[src/rtl/core_pipe_fetch_queue_pkg.sv]
// Shared constants and types for the halfword fetch queue.
// Decode imports the same FQ_* constants so that both sides agree on
// the fetch width, queue capacity and drain window.
package core_pipe_fetch_queue_pkg;

    // Default geometry of the fetch queue
    localparam int FQ_FETCH_W   = 64;
    localparam int FQ_BUF_HW    = 6;
    localparam int FQ_DRAIN_MAX = 2;

    // Halfwords delivered by one full fetch beat
    localparam int FQ_FETCH_HW  = FQ_FETCH_W / 16;

    // Widths of the depth, fill-count and drain-count fields
    localparam int FQ_DEPTH_R   = $clog2(FQ_BUF_HW + 1);
    localparam int FQ_FCNT_R    = $clog2(FQ_FETCH_HW + 1);
    localparam int FQ_DCNT_R    = $clog2(FQ_DRAIN_MAX + 1);

    // Direction of a halfword barrel shift.
    // Down moves data towards slot 0 (older).
    // Up moves data towards higher slots.
    typedef enum logic {
        SHIFT_DOWN = 1'b0,
        SHIFT_UP   = 1'b1
    } shift_dir_e;

    // Bit width of n halfwords
    function automatic int hw_bits(input int n);
        return 16 * n;
    endfunction

endpackage

[src/rtl/core_pipe_fetch_queue_shift.sv]
// Combinational halfword barrel shifter.
// Shifts a vector of NUM_HW halfwords by 'amount' halfwords in the
// direction DIR. Vacated halfwords are filled with zero.
// Amounts of NUM_HW or more produce an all-zero result.
module core_pipe_fetch_queue_shift
    import core_pipe_fetch_queue_pkg::*;
#(
    parameter int         NUM_HW = FQ_BUF_HW,
    parameter int         AMT_W  = FQ_DEPTH_R + 1,
    parameter shift_dir_e DIR    = SHIFT_DOWN
) (
    input  logic [hw_bits(NUM_HW)-1:0] data_in,
    input  logic [AMT_W-1:0]           amount,
    output logic [hw_bits(NUM_HW)-1:0] data_out
);

    // One logarithmic stage per amount bit; each stage shifts by 2**b halfwords
    always_comb begin
        data_out = data_in;
        for (int b = 0; b < AMT_W; b++) begin
            if (amount[b]) begin
                if (DIR == SHIFT_UP) begin
                    data_out = data_out << (16 * (2 ** b));
                end else begin
                    data_out = data_out >> (16 * (2 ** b));
                end
            end
        end
    end

endmodule

[src/rtl/core_pipe_fetch_queue.sv]
// Halfword-granular fetch queue between the fetch bus and decode.
// Fills of up to FETCH_HW halfwords enter under a valid/ready handshake.
// Decode sees the oldest DRAIN_MAX halfwords and drains 0..DRAIN_MAX of
// them per cycle. Each stored halfword carries a fetch-error tag.
// Over-drain is clamped to the current depth and latched in drain_err.
module core_pipe_fetch_queue
    import core_pipe_fetch_queue_pkg::*;
#(
    parameter  int FETCH_W   = FQ_FETCH_W,
    parameter  int BUF_HW    = FQ_BUF_HW,
    parameter  int DRAIN_MAX = FQ_DRAIN_MAX,
    localparam int FETCH_HW  = FETCH_W / 16,
    localparam int DEPTH_W   = $clog2(BUF_HW + 1),
    localparam int FCNT_W    = $clog2(FETCH_HW + 1),
    localparam int DCNT_W    = $clog2(DRAIN_MAX + 1)
) (
    input  logic                   g_clk,
    input  logic                   g_resetn,
    input  logic                   flush,
    input  logic                   fill_valid,
    output logic                   fill_ready,
    input  logic [FETCH_W-1:0]     fill_data,
    input  logic [FCNT_W-1:0]      fill_count,
    input  logic                   fill_error,
    input  logic [DCNT_W-1:0]      drain_count,
    output logic [DEPTH_W-1:0]     depth,
    output logic [16*DRAIN_MAX-1:0] data_out,
    output logic [DRAIN_MAX-1:0]   error_out,
    output logic                   drain_err
);

    // One extra bit on all depth arithmetic so that subtraction and
    // comparison can never wrap around.
    localparam int DEPTH_X = DEPTH_W + 1;

    localparam logic [DEPTH_X-1:0] BUF_HW_X   = DEPTH_X'(BUF_HW);
    localparam logic [DEPTH_X-1:0] FETCH_HW_X = DEPTH_X'(FETCH_HW);

    // Queue storage; slot 0 is the oldest and unused slots are kept at zero
    logic [16*BUF_HW-1:0] data_q;
    logic [BUF_HW-1:0]    err_q;
    logic [DEPTH_X-1:0]   depth_q;
    logic                 drain_err_q;

    // Next-state intermediates
    logic [DEPTH_X-1:0]   drain_x;
    logic [DEPTH_X-1:0]   drain_eff;
    logic                 over_drain;
    logic                 fill_acc;
    logic [FCNT_W-1:0]    fill_cnt_eff;
    logic [DEPTH_X-1:0]   fill_base;
    logic [DEPTH_X-1:0]   depth_next;

    logic [16*BUF_HW-1:0] fill_ext;
    logic [BUF_HW-1:0]    fill_err_ext;
    logic [16*BUF_HW-1:0] data_drained;
    logic [16*BUF_HW-1:0] data_filled;
    logic [BUF_HW-1:0]    err_drained;
    logic [BUF_HW-1:0]    err_filled;

    // Space check uses only the registered depth, so a same-cycle drain
    // never opens the door for a fill.
    assign fill_ready = (BUF_HW_X - depth_q) >= FETCH_HW_X;

    // Handshake qualification and drain clamping
    assign fill_acc     = fill_valid && fill_ready && !flush;
    assign fill_cnt_eff = fill_acc ? fill_count : '0;
    assign drain_x      = DEPTH_X'(drain_count);
    assign over_drain   = drain_x > depth_q;
    assign drain_eff    = over_drain ? depth_q : drain_x;
    assign fill_base    = depth_q - drain_eff;
    assign depth_next   = fill_base + DEPTH_X'(fill_cnt_eff);

    // Keep only the accepted low halfwords of the fill beat, widened to queue size
    always_comb begin
        fill_ext     = '0;
        fill_err_ext = '0;
        for (int i = 0; i < FETCH_HW; i++) begin
            if (i < int'(fill_cnt_eff)) begin
                fill_ext[16*i +: 16] = fill_data[16*i +: 16];
                fill_err_ext[i]      = fill_error;
            end
        end
    end

    // Drain: existing contents slide towards slot 0 by the effective drain
    core_pipe_fetch_queue_shift #(
        .NUM_HW (BUF_HW),
        .AMT_W  (DEPTH_X),
        .DIR    (SHIFT_DOWN)
    ) u_drain_shift (
        .data_in  (data_q),
        .amount   (drain_eff),
        .data_out (data_drained)
    );

    // Fill: new halfwords land just above the surviving contents
    core_pipe_fetch_queue_shift #(
        .NUM_HW (BUF_HW),
        .AMT_W  (DEPTH_X),
        .DIR    (SHIFT_UP)
    ) u_fill_shift (
        .data_in  (fill_ext),
        .amount   (fill_base),
        .data_out (data_filled)
    );

    // Error tags follow the same movement as their halfwords
    assign err_drained = err_q >> drain_eff;
    assign err_filled  = fill_err_ext << fill_base;

    // State update: reset beats flush, flush beats fill and drain.
    // OR-merging is safe because vacated and unused slots are always zero.
    always_ff @(posedge g_clk) begin
        if (!g_resetn) begin
            data_q      <= '0;
            err_q       <= '0;
            depth_q     <= '0;
            drain_err_q <= 1'b0;
        end else if (flush) begin
            data_q      <= '0;
            err_q       <= '0;
            depth_q     <= '0;
            drain_err_q <= 1'b0;
        end else begin
            data_q      <= data_drained | data_filled;
            err_q       <= err_drained | err_filled;
            depth_q     <= depth_next;
            drain_err_q <= drain_err_q | over_drain;
        end
    end

    // Decode window and status are direct views of the registers
    assign depth     = depth_q[DEPTH_W-1:0];
    assign data_out  = data_q[16*DRAIN_MAX-1:0];
    assign error_out = err_q[DRAIN_MAX-1:0];
    assign drain_err = drain_err_q;

endmodule

[config.mk]
export PLATFORM = sky130hd
export DESIGN_NAME = core_pipe_fetch_queue
export DESIGN_NICKNAME = d
export VERILOG_FILES = /design/src/rtl/core_pipe_fetch_queue_pkg.sv /design/src/rtl/core_pipe_fetch_queue_shift.sv /design/src/rtl/core_pipe_fetch_queue.sv
export SDC_FILE = /design/constraint.sdc
export NUM_CORES = 1
export LEC_CHECK = 0
export ABC_CLOCK_PERIOD_IN_PS = 6800
export CAP_MARGIN = 10
export CORE_UTILIZATION = 55
export CTS_BUF_LIST = sky130_fd_sc_hd__clkbuf_8 sky130_fd_sc_hd__clkbuf_16
export CTS_CLUSTER_SIZE = 14
export DETAILED_ROUTE_END_ITERATION = 8
export HOLD_SLACK_MARGIN = 0.06
export PLACE_DENSITY = 0.82
export SETUP_SLACK_MARGIN = 0.4
export SLEW_MARGIN = 0
export SYNTH_ARGS = -nofsm -noshare
export SYNTH_HDL_FRONTEND = slang
export SYNTH_SLANG_ARGS = --single-unit
[constraint.sdc]
create_clock -name g_clk -period 6.8 [get_ports g_clk]
set_input_delay 1.36 -clock g_clk [delete_from_list [all_inputs] [get_ports g_clk]]
set_output_delay 1.36 -clock g_clk [all_outputs]
set_load 0.01 [all_outputs]
==> impl_metrics.env <==
export IMPL_max_slew_margin_rel=0.199
export IMPL_path_cells="clkdlybuf4s50_1 > inv_1 > ha_1 > a211oi_2 > o21a_2 > mux2i_4 > inv_2 > ha_1 > inv_1 > ha_1 > nor2_1 > xnor2_2 > inv_2 > or3_1 > buf_4 > nor2_2 > a22o_1"
export IMPL_crit_path_end="data_q[11]"
export IMPL_die_area_sq_um=13300
export IMPL_wl_per_cell_microns=25.3
export IMPL_crit_arrival_ps=5930
export IMPL_fmax_mhz=177
export IMPL_synth_cell_types=58
export IMPL_hold_buffers=0
export IMPL_setup_viol=0
export IMPL_htree_num_levels=3
export IMPL_drive_gt1_frac=0.135
export IMPL_syn_inst=743
export IMPL_r2r_start="depth_q[1]"
export IMPL_drc_errors=0
export IMPL_rrSetupSlack_ps=2350
export IMPL_cts_buffer_depth=2
export IMPL_regArea_sq_um=2140
export IMPL_core_sq_um=12300
export IMPL_core_rowCount=40
export IMPL_synth_compound_area_frac=0.339
export IMPL_cts_buffers=9
export IMPL_grt_max_degree=55
export IMPL_clk_insertion_delay_late_ps=350
export IMPL_synthMuxAreaShare=0.164
export IMPL_required_ps=7090
export IMPL_yosysTopAreaCellShare=0.304
export IMPL_status="finished clean"
export IMPL_clock_sinks=107
export IMPL_syn_num_nets=826
export IMPL_min_period_over_period=0.829
export IMPL_fin_crit_ps=5640
export IMPL_setup_ws_ps=1160
export IMPL_ys_warnings_count=0
export IMPL_post_cts_setup_buffer_count=0
export IMPL_num_nets_final=870
export IMPL_ctsResizeCount=0
export IMPL_area_growth_pct=18.1
export IMPL_initial_core_util=0.574
export IMPL_cpMaxStageDelayCell="nor2_2"
export IMPL_vias=7178
export IMPL_cp_num_buf_inv=6
export IMPL_crit_cells=17
export IMPL_worst_pin_slew_ps=1200
export IMPL_die_h_microns=115
export IMPL_synth_edf_count=0
export IMPL_grt_pass1_vias=7115
export IMPL_synth_area_leaders="dfxtp_1 (30%), mux4_2 (10%), a22o_1 (5.7%)"
export IMPL_die_w_microns=115
export IMPL_timing_setup_tns_ps=0
export IMPL_synth_simple_gate_area_frac=0.0764
export IMPL_r2r_end="data_q[11]"
export IMPL_p_per_area_nw_per_um2=466
export IMPL_root_buffer="clkbuf_16"
export IMPL_rr_worst_depth=15
export IMPL_dp_slack_ps=857
export IMPL_hold_viol=0
export IMPL_grt_ovfl_total=0
export IMPL_synth_xor_area_frac=0.00746
export IMPL_synth_top_family_by_area="compound AO/OA/AOI/OAI gates"
export IMPL_drtAntennaViolNets=0
export IMPL_worstPathMaxFanout=20
export IMPL_p_leak_uw=0.00283
export IMPL_maxSlewViolCount=0
export IMPL_routed_via_density=7.48
export IMPL_dpl_hpwl_microns=15200
export IMPL_wirelength_microns=24300
export IMPL_rsz0062_at_grt="false"
export IMPL_postSynthAreaPerCell_sq_um=9.48
export IMPL_async_reset_ff_frac=0
export IMPL_synth_seq_area_share=0.304
export IMPL_ir_worst_vdd_mv=0.259
export IMPL_critical_path_top_delay_family="simple AND/OR/NAND/NOR gates"
export IMPL_multi_input_area_sq_um=4320
export IMPL_fillers=996
export IMPL_synth_ff_type="dfxtp_1"
export IMPL_critPathMostFrequentCell="ha_1"
export IMPL_gr_usage_all_layers=0.374
export IMPL_grt_pass1_wl_microns=38000
export IMPL_cp_startpoint="drain_count[1]"
export IMPL_clk_pin_slew_ps=70
export IMPL_synth_fa_ha_area_frac=0.0185
export IMPL_drt_iter0_drc=1225
export IMPL_cpPeakStageDelay_ps=840
export IMPL_antenna_found_initial=0
export IMPL_tritoncts="built"
export IMPL_maxCapViolations=0
export IMPL_timing_worst_setup_path_type="input pin to flop"
export IMPL_drt_first_pass_iters=8
export IMPL_finalNonFillerCells=959
export IMPL_startpoint_type="input pin"
export IMPL_dpl_cell_count=944
export IMPL_end_kind="flop"
export IMPL_clock_skew_ps=4.06
export IMPL_io_pins=113
export IMPL_n_antenna_cell=0
export IMPL_synth_top_cell_by_area="dfxtp_1"
export IMPL_gp_congestion=0.917
export IMPL_finalPower_uw=3870
export IMPL_synth_area_sq_um=7040
export IMPL_io_buffers=112
export IMPL_synth_seq_cells=107
export IMPL_min_path_type="flop to flop"
==> logic make-up after synthesis <==
kind of cell,count (synthesis)
flops,107
xor+xnor,6
fa+ha+maj,10
mux,72
simple gates,107
compound gates,321
buf+inv,120
==> how the worst min path moves through the flow <==
stage / startpoint / end / depth (start not counted)
after floorplan: err_q[5] / err_q[5] / 2
after global placement: data_q[90] / data_q[90] / 2
after detailed placement: drain_err / drain_err / 1
after CTS: data_q[92] / data_q[92] / 2
after global routing: drain_err / drain_err / 1
final: drain_err / drain_err / 1
==> synthesized netlist by cell type (2+ instances only) <==
cell and n:
dfxtp_1 107, a22oi_1 47, a22o_1 46, buf_4 43, clkbuf_1 39, nand2_1 39
a21oi_1 38, o22ai_1 34, mux4_2 32, o21ai_0 26, mux2i_1 21, a222oi_1 20
nor2b_1 20, mux2_2 18, a32oi_1 17, buf_2 17, a211oi_1 16, nor2_1 16
o2bb2ai_1 16, o31ai_1 16, a221oi_1 15, a21o_1 14, inv_1 12, ha_1 8
buf_1 6, nor3_1 5, and2_1 4, nand2b_1 4, or3_1 4, xnor2_1 4
nand3_1 3, and3_1 2, inv_2 2, o211ai_1 2, o21a_1 2, o21ai_1 2
o221ai_1 2, or2_1 2, or2_2 2, xor2_1 2
==> area by class of cell <==
type	instances	share of cell area
Multi-Input combinational cell	516	0.519
Clock inverter	5	0.00376
Sequential cell	107	0.258
Clock buffer	10	0.0288
Timing Repair Buffer	138	0.158
Tap cell	168	0.0253
Inverter	15	0.00677
==> metrics by stage <==
stage                     utilization  hold WS [ps]  instance area [sq um]
after floorplan                     -           443                   7040
after global placement          0.656           456                   8040
after detailed placement        0.656           459                   8040
after CTS                       0.678           472                   8310
after global routing            0.678           489                   8310
final                           0.678           469                   8310
==> state kept, by name, indices dropped and copies added (netlist names) <==
register,cells
depth_q,4
drain_err,1
data_q,96
err_q,6
==> placed cells by master (no fill, tap or decap), drive strengths merged, types with 10 or more instances in the layout <==
master         netlist  layout
clkdlybuf4s50        0     112
dfxtp              107     107
a22oi               47      47
a22o                46      46
nand2               39      39
a21oi               38      38
o22ai               34      34
mux4                32      32
o21ai               28      28
buf                 66      26
mux2i               22      22
a222oi              20      20
nor2b               20      20
mux2                18      18
nor2                18      18
a32oi               17      17
a211oi              17      17
inv                 14      17
o31ai               16      16
o2bb2ai             16      16
a221oi              15      15
a21o                14      14
clkbuf              39      10
==> layer usage <==
metal,vias to the layer above,global-route usage,wire length [microns]
met1,3388,0.472,8990
li1,3028,-,-
met3,122,0.0854,3060
met2,640,0.595,11200
met4,0,0.209,1040
met5,-,0,0
==> power by group <==
group	switching [uW]	total (uW)	internal [uW]	leakage, uW
combinational	1600	2530	930	0.00183
sequential	102	836	735	0.000865
clock	251	507	256	0.000134
total	1950	3870	1920	0.00283
(Power assumes the default switching activity.)
